--- src/rtl/sram_arbiter_if.sv ---
// Requester-side bus of the SRAM arbiter: two request ports (IFU = 0, LSU = 1)
// and a shared response path qualified per port by rsp_valid.
interface sram_arbiter_if #(
  parameter int DW = 32,
  parameter int MW = 4,
  parameter int AW = 32
);
  logic [1:0]      req_valid;
  logic [1:0]      req_ready;
  logic [2*AW-1:0] req_addr;
  logic [1:0]      req_we;
  logic [2*MW-1:0] req_wem;
  logic [2*DW-1:0] req_wdata;
  logic [1:0]      rsp_valid;
  logic [1:0]      rsp_ready;
  logic [DW-1:0]   rsp_rdata;
  logic            rsp_err;

  modport master (
    output req_valid, req_addr, req_we, req_wem, req_wdata, rsp_ready,
    input  req_ready, rsp_valid, rsp_rdata, rsp_err
  );

  modport slave (
    input  req_valid, req_addr, req_we, req_wem, req_wdata, rsp_ready,
    output req_ready, rsp_valid, rsp_rdata, rsp_err
  );
endinterface

--- src/rtl/sram_arbiter.sv ---
// Round-robin arbiter sharing one single-port SRAM between IFU and LSU,
// one outstanding response, one request per cycle sustained.
//
// state | meaning
// IDLE  | no response pending
// RSP   | one response pending for owner_q (we_q / err_q / waddr_q registered)
module sram_arbiter #(
  parameter int DP = 512,
  parameter int DW = 32,
  parameter int MW = 4,
  parameter int AW = 32
) (
  input  logic            clk,
  input  logic            rst_n,
  sram_arbiter_if.slave   bus,
  output logic [AW-1:0]   ram_addr,
  output logic [DW-1:0]   ram_din,
  output logic            ram_we,
  output logic [MW-1:0]   ram_wem,
  input  logic [DW-1:0]   ram_dout
);

  typedef enum logic {IDLE, RSP} state_t;

  state_t        state_q;
  logic          owner_q;
  logic          we_q;
  logic          err_q;
  logic          last_q;
  logic [AW-1:0] waddr_q;

  logic          in_rsp;
  logic          rsp_hs;
  logic          accept;
  logic          gnt;
  logic          grant_en;
  logic          sel_we;
  logic          sel_oor;
  logic [AW-1:0] sel_addr;
  logic [AW-1:0] sel_word;
  logic [DW-1:0] sel_wdata;
  logic [MW-1:0] sel_wem;

  // Reset gates every output so nothing leaks while the state is unknown.
  always_comb begin
    in_rsp    = rst_n && (state_q == RSP);
    rsp_hs    = in_rsp && bus.rsp_ready[owner_q];
    accept    = rst_n && ((state_q == IDLE) || rsp_hs);
    gnt       = (&bus.req_valid) ? ~last_q : bus.req_valid[1];
    grant_en  = accept && (|bus.req_valid);
    sel_addr  = gnt ? bus.req_addr[AW +: AW]  : bus.req_addr[0 +: AW];
    sel_wdata = gnt ? bus.req_wdata[DW +: DW] : bus.req_wdata[0 +: DW];
    sel_wem   = gnt ? bus.req_wem[MW +: MW]   : bus.req_wem[0 +: MW];
    sel_we    = bus.req_we[gnt];
    sel_word  = sel_addr >> 2;
    sel_oor   = sel_word >= AW'(DP);
  end

  assign bus.req_ready = grant_en ? (gnt ? 2'b10 : 2'b01) : 2'b00;
  assign bus.rsp_valid = in_rsp ? (owner_q ? 2'b10 : 2'b01) : 2'b00;
  assign bus.rsp_err   = in_rsp && err_q;
  assign bus.rsp_rdata = (in_rsp && !we_q && !err_q) ? ram_dout : '0;

  assign ram_we   = grant_en && sel_we && !sel_oor;
  assign ram_wem  = ram_we ? sel_wem : '0;
  assign ram_din  = sel_wdata;
  // Holding the pending word address keeps ram_dout stable under backpressure.
  assign ram_addr = grant_en ? sel_word : (in_rsp ? waddr_q : '0);

  always_ff @(posedge clk) begin
    if (!rst_n) begin
      state_q <= IDLE;
      owner_q <= 1'b0;
      we_q    <= 1'b0;
      err_q   <= 1'b0;
      last_q  <= 1'b0;
      waddr_q <= '0;
    end else if (grant_en) begin
      state_q <= RSP;
      owner_q <= gnt;
      we_q    <= sel_we;
      err_q   <= sel_oor;
      last_q  <= gnt;
      waddr_q <= sel_word;
    end else if (rsp_hs) begin
      state_q <= IDLE;
    end
  end

endmodule

--- src/flat_wrapper.sv ---
// flat-port wrapper written by rule: the top's interface ports become plain ports
module sram_arbiter_flat 
#(
  parameter int DP = 512,
  parameter int DW = 32,
  parameter int MW = 4,
  parameter int AW = 32
)
  (clk, rst_n, ram_addr, ram_din, ram_we, ram_wem, ram_dout, bus_req_valid, bus_req_addr, bus_req_we, bus_req_wem, bus_req_wdata, bus_rsp_ready, bus_req_ready, bus_rsp_valid, bus_rsp_rdata, bus_rsp_err);
  sram_arbiter_if #(.DW(DW), .MW(MW), .AW(AW)) bus_i ();
  input  logic clk;
  input  logic rst_n;
  output logic [AW-1:0] ram_addr;
  output logic [DW-1:0] ram_din;
  output logic ram_we;
  output logic [MW-1:0] ram_wem;
  input  logic [DW-1:0] ram_dout;
  input wire logic [$bits(bus_i.req_valid)-1:0] bus_req_valid;
  input wire logic [$bits(bus_i.req_addr)-1:0] bus_req_addr;
  input wire logic [$bits(bus_i.req_we)-1:0] bus_req_we;
  input wire logic [$bits(bus_i.req_wem)-1:0] bus_req_wem;
  input wire logic [$bits(bus_i.req_wdata)-1:0] bus_req_wdata;
  input wire logic [$bits(bus_i.rsp_ready)-1:0] bus_rsp_ready;
  output wire logic [$bits(bus_i.req_ready)-1:0] bus_req_ready;
  output wire logic [$bits(bus_i.rsp_valid)-1:0] bus_rsp_valid;
  output wire logic [$bits(bus_i.rsp_rdata)-1:0] bus_rsp_rdata;
  output wire logic [$bits(bus_i.rsp_err)-1:0] bus_rsp_err;
  assign bus_i.req_valid = bus_req_valid;
  assign bus_i.req_addr = bus_req_addr;
  assign bus_i.req_we = bus_req_we;
  assign bus_i.req_wem = bus_req_wem;
  assign bus_i.req_wdata = bus_req_wdata;
  assign bus_i.rsp_ready = bus_rsp_ready;
  assign bus_req_ready = bus_i.req_ready;
  assign bus_rsp_valid = bus_i.rsp_valid;
  assign bus_rsp_rdata = bus_i.rsp_rdata;
  assign bus_rsp_err = bus_i.rsp_err;
  sram_arbiter #(.DP(DP), .DW(DW), .MW(MW), .AW(AW)) u_core (.clk(clk), .rst_n(rst_n), .bus(bus_i), .ram_addr(ram_addr), .ram_din(ram_din), .ram_we(ram_we), .ram_wem(ram_wem), .ram_dout(ram_dout));
endmodule
--- config.mk ---
export PLATFORM = sky130hd
export DESIGN_NAME = sram_arbiter_flat
export DESIGN_NICKNAME = d
export VERILOG_FILES = /design/src/rtl/sram_arbiter_if.sv /design/src/rtl/sram_arbiter.sv /design/src/flat_wrapper.sv
export SDC_FILE = /design/constraint.sdc
export NUM_CORES = 1
export LEC_CHECK = 0
export ABC_AREA = 1
export ABC_CLOCK_PERIOD_IN_PS = 1790
export BUFFER_PORTS_ARGS = -buffer_cell sky130_fd_sc_hd__buf_2
export CORE_AREA = 2 2 108 110
export CTS_BUF_LIST = sky130_fd_sc_hd__clkbuf_8
export DETAILED_ROUTE_END_ITERATION = 8
export DIE_AREA = 0 0 110 112
export PLACE_DENSITY = 0.72
export SYNTH_ARGS = -nofsm -noshare
export SYNTH_HDL_FRONTEND = slang
export SYNTH_SLANG_ARGS = --single-unit
--- constraint.sdc ---
create_clock -name clk -period 1.79 [get_ports clk]
set_input_delay 0.0895 -clock clk [delete_from_list [all_inputs] [get_ports clk]]
set_output_delay 0.0895 -clock clk [all_outputs]
set_load 0.05 [all_outputs]
=== After elaboration in Yosys (flattened, before gate mapping) ===
Index checks and enable logic that the tools add are counted.

* Flip-flop bits (word level): 34
* Latch bits: 0
* Bits in writable memories: 0
* ROM bits: 0
* Bits of input ports: 176
* Output and inout bits: 106
* Word-level logic and storage cells: 44
* Memories kept: 0

* Add/sub/neg operators: 0
* Multiply operators: 0
* Divide/modulo/power cells: 0
* $lt $le $gt $ge: 3
* Equality and inequality tests: 0
* Shift-type cells: 0
* Mux-type cells: 18
* Bitwise gates (word level): 2
* Reductions and logical operators: 16

{| class="wikitable"
|+ Operator list
! kind !! number
|-
| 2-to-1 mux 32 bit || 4
|-
| >= comparator 30 x 10 -> 1 bit, second input constant || 1
|-
| 2-to-1 mux 30 bit || 1
|-
| logical AND 1 bit || 9
|-
| 2-to-1 mux 2 bit || 4
|-
| 2-to-1 mux 4 bit || 2
|-
| 2-to-1 mux 1 bit || 7
|-
| < comparator 1 x 2 -> 1 bit, second input constant || 2
|-
| logical NOT 1 bit || 3
|-
| inverter 1 bit || 2
|-
| AND reduction 2 bit || 1
|-
| nonzero test 2 bit || 1
|-
| OR reduction 2 bit || 1
|-
| logical OR 1 bit || 1
|}

=== Depth between registers and ports, before layout ===
* Depth after elaboration: 9
* Depth in mapped cells: 12
* Mapped depth without buffers: 11

=== Worst setup path after synthesis ===
No wires, ideal clock.

* Kind: register to output
* Start point: register u_core.state_q
* End point: output port ram_addr[14]
* Arrival: 2.322 ns
* Data required time: 1.701 ns
* Setup slack: -0.622 ns
* Stages on the path, launching flop included: 10
* Buffers on the path: 2
* Cells stage by stage: dfxtp_1 nand2_2 nor2_2 nand2_1 nand3_1 nand3_2 buf_4 buf_2 nand2_1 o21ai_0

* Word-level cells in the longest chain between the ends: 6
* Elaborated cells between the ends (all ways): 8
* Those cells by class: mux: 2; bitwise: 1; reduce/logical: 5

{| class="wikitable"
|+ Ends and longest elaborated chain
! element !! RTL line !! RTL
|-
| start, declared || sram_arbiter.sv:25 || <nowiki>state_t state_q;</nowiki>
|-
| start signal, assigned || sram_arbiter.sv:72 || <nowiki>state_q <= IDLE;</nowiki>
|-
| start signal, assigned || sram_arbiter.sv:79 || <nowiki>state_q <= RSP;</nowiki>
|-
| start signal, assigned || sram_arbiter.sv:86 || <nowiki>state_q <= IDLE;</nowiki>
|-
| logical AND 1 bit || sram_arbiter.sv:46 || <nowiki>in_rsp = rst_n && (state_q == RSP);</nowiki>
|-
| logical AND 1 bit || sram_arbiter.sv:47 || <nowiki>rsp_hs = in_rsp && bus.rsp_ready[owner_q];</nowiki>
|-
| logical OR 1 bit || sram_arbiter.sv:48 || <nowiki>accept = rst_n && ((state_q == IDLE) || rsp_hs);</nowiki>
|-
| logical AND 1 bit || sram_arbiter.sv:48 ||
|-
| logical AND 1 bit || sram_arbiter.sv:50 || <nowiki>grant_en = accept && (|bus.req_valid);</nowiki>
|-
| 2-to-1 mux 32 bit (*) || sram_arbiter.sv:68 || <nowiki>assign ram_addr = grant_en ? sel_word : (in_rsp ? waddr_q : '0);</nowiki>
|-
| end, declared || flat_wrapper.sv:13 || <nowiki>output logic [AW-1:0] ram_addr;</nowiki>
|}

Every way passes the cells marked *; elsewhere a longest branch is shown, timed or not.

=== Worst setup path in the final report ===
* Start point: register u_core.owner_q
* End point: output port ram_wem[1]

* Word-level cells in the longest chain between the ends: 9
* Elaborated cells between the ends (all ways): 17
* Those cells by class: order compare: 1; mux: 8; bitwise: 1; reduce/logical: 7

{| class="wikitable"
|+ Ends and longest elaborated chain
! element !! RTL line !! RTL
|-
| start, declared || sram_arbiter.sv:26 || <nowiki>logic owner_q;</nowiki>
|-
| start signal, assigned || sram_arbiter.sv:80 || <nowiki>owner_q <= gnt;</nowiki>
|-
| parallel branches: the longest is 8 deep, another holds >= comparator 30 x 10 -> 1 bit || -- ||
|-
| 2-to-1 mux 4 bit (*) || sram_arbiter.sv:65 || <nowiki>assign ram_wem = ram_we ? sel_wem : '0;</nowiki>
|-
| end, declared || flat_wrapper.sv:16 || <nowiki>output logic [MW-1:0] ram_wem;</nowiki>
|}

Mark *: on every way between the ends. The select of a mux whose other input is x is not followed.

==> impl_metrics.ini <==
[status]
status = finished, violations left
violations = negative setup slack

[finish]
diodes = 0
post-route-util = 0.532
drive_gt1_frac = 0.512
area_growth_pct = 110
nNetsFinal = 1035
fin_cells = 1003

[clocking]
cts_buffer_depth = 2
worstSkewPairLatency_ns = 0.29
numCtsBuffers = 5
cts-htree-levels = 2
cts.clk_slew.worst_paths_ns = 0.08
clock-sinks = 34
holdBufCountCts = 0
cts-root-buf = clkbuf_8
cts_tree = done

[power]
total_power_mw = 3.34
cellPowerDensity_mw_per_mm2 = 561
peakVddDrop_mv = 0.511
p_leak_nw = 3.38

[grt]
globalRouteTotalUtil = 0.208
grt_pass1_wl_um = 19900
grt_max_degree = 36
overflow = 0
grt_pass1_vias = 3875
antenna_found_initial = 0

[drt]
avgViaCountPerCell = 4.42
drtIter0Drc = 294
ant_nets = 0
via_count = 4434
route.detailed.drc = 0
routed-wl-met3_um = 1130
wl_met1_um = 5690
wl_per_cell_um = 14.0
wl_met2_um = 7030
wl_um = 14000
dr.pass1.iters = 7
highest_layer = met4

[logic_synthesis]
synth_ff_type = dfxtp_1
yosys_warnings = 0
synth.most_common_cell = nand2_1
synth_cells = 548
async_reset_ff_frac = 0
yosysTopAreaCellShare = 0.337
synth_top_area_cell = nand2_1
synth_area_mm2 = 0.00284
syn_avg_cell_area_um2 = 5.18
synth_cell_types = 20
synth-seq-cells = 34
synth_common_cells = 255 x nand2_1, 59 x inv_1, 54 x nor2_1, 34 x dfxtp_1, 33 x a21oi_1
synth_area_leaders = nand2_1 34%, dfxtp_1 24%, inv_1 7.8%, nor2_1 7.1%, a21oi_1 5.8%
ys_seq_area_frac = 0.240
synth_edf_count = 0

[placement]
portBuffers = 275
dpl.hpwl_um = 10300
dp.cells = 970
routabilityCongestion = 0.879

[die]
die_x_um = 110
die_h_um = 112
ios = 282
initial_utilization = 0.254
dieArea_mm2 = 0.0123
rows = 39
coreArea_mm2 = 0.0112

[critical_path]
cp-end-kind = primary output
crit_path_max_fanout = 11
criticalPathCategory = reg2out
cp_data_required_time_ns = 1.70
worstPathArrival_ns = 2.01
startpoint_type = flop

[timing]
fin_hold_ws_ns = 0.117
setup_viol = 39
finClkSkew_ns = 0.0125
drv_slew = 0
rsz0062_at_grt = yes
fmax_mhz = 476
finalWorstSetupSlack_ns = -0.310
period_minus_slack_ns = 2.10
tns_ns = -8.15
tightest_slew_ns = 0.569
period_share = 1.17
final-hold-violation-count = 0
slew_headroom = 0.620

[worst_hold_path]
hold_path_class = in2reg

[run]
cap_violations = 0
-- where the power goes --
group | switching, mW | leakage, nW | internal (mW)
logic | 1.15 | 3.05 | 0.773
registers | 0.0227 | 0.280 | 0.808
clock network | 0.309 | 0.0441 | 0.273
total | 1.48 | 3.38 | 1.85
-- final cells by class --
class | instances | area (um2)
fill | 1092 | 5230
clock buffer | 5 | 68.8
tap | 143 | 179
sequential | 34 | 686
inverter | 60 | 235
clock inverter | 3 | 21.3
timing repair buffer | 339 | 2650
multi-input combinational | 419 | 2110
-- layer usage --
layer,GRT usage,up-vias
li1,-,2281
met1,0.267,1943
met2,0.365,198
met3,0.0375,12
met4,0.0338,0
met5,0,-
-- critical path, cell delays in order, from the launching register on --
cell and delay, ns:
dfxtp_4 0.36, nand2_4 0.06, buf_8 0.14, buf_16 0.14
nand3_1 0.08, nand2_2 0.08, nor2_4 0.12, nand3_2 0.11
nor2_4 0.14, nand3_4 0.17, nor2_4 0.17, buf_8 0.15
-- logic make-up after synthesis --
logic type	share of synthesized area
buf+inv	0.146
other cells	0.00132
flops	0.240
compound gates	0.115
simple gates	0.498
-- stage by stage --
step / worst slack (ns) / area [um2]
2_1_floorplan: -0.0342 / 3040
3_3_place_gp: -0.116 / 4950
3_5_place_dp: -0.139 / 4950
4_1_cts: -0.283 / 5760
5_1_grt: -0.395 / 5950
6_report: -0.310 / 5950
-- placed cells by master, fill, tap and decap left out, types with 6 or more instances in the layout --
cell type and n:
nand2_1 226, buf_16 6, dfxtp_1 32, inv_1 56
a21oi_1 33, o21ai_2 29, buf_6 40, buf_12 22
buf_4 57, nand3_1 19, buf_8 7, buf_2 206
nand3b_1 7, nor2_4 12, nand2_2 28, nor2_1 43
-- registers in the layout, indices dropped and copies added (netlist names) --
signal and count:
u_core.err_q 1, u_core.owner_q 1, u_core.we_q 1, u_core.state_q 1, u_core.waddr_q 30
-- path summary, 6_finish.rpt --
kind	startpoint	to	slack (ns)	depth (start not counted)
min	bus_rsp_ready[1]	u_core.state_q	0.12	4
max	u_core.owner_q	ram_wem[1]	-0.31	11
min reg2reg	u_core.err_q	u_core.err_q	0.47	2
max reg2reg	u_core.owner_q	u_core.err_q	0.11	12
-- what timing repair did --
item,4_1_cts,5_1_grt
pin swaps,17,15
setup buffers,15,5
resized for setup,150,40
endpoints found under the setup margin,68,70
cloned,6,1
(Power assumes the default switching activity.)
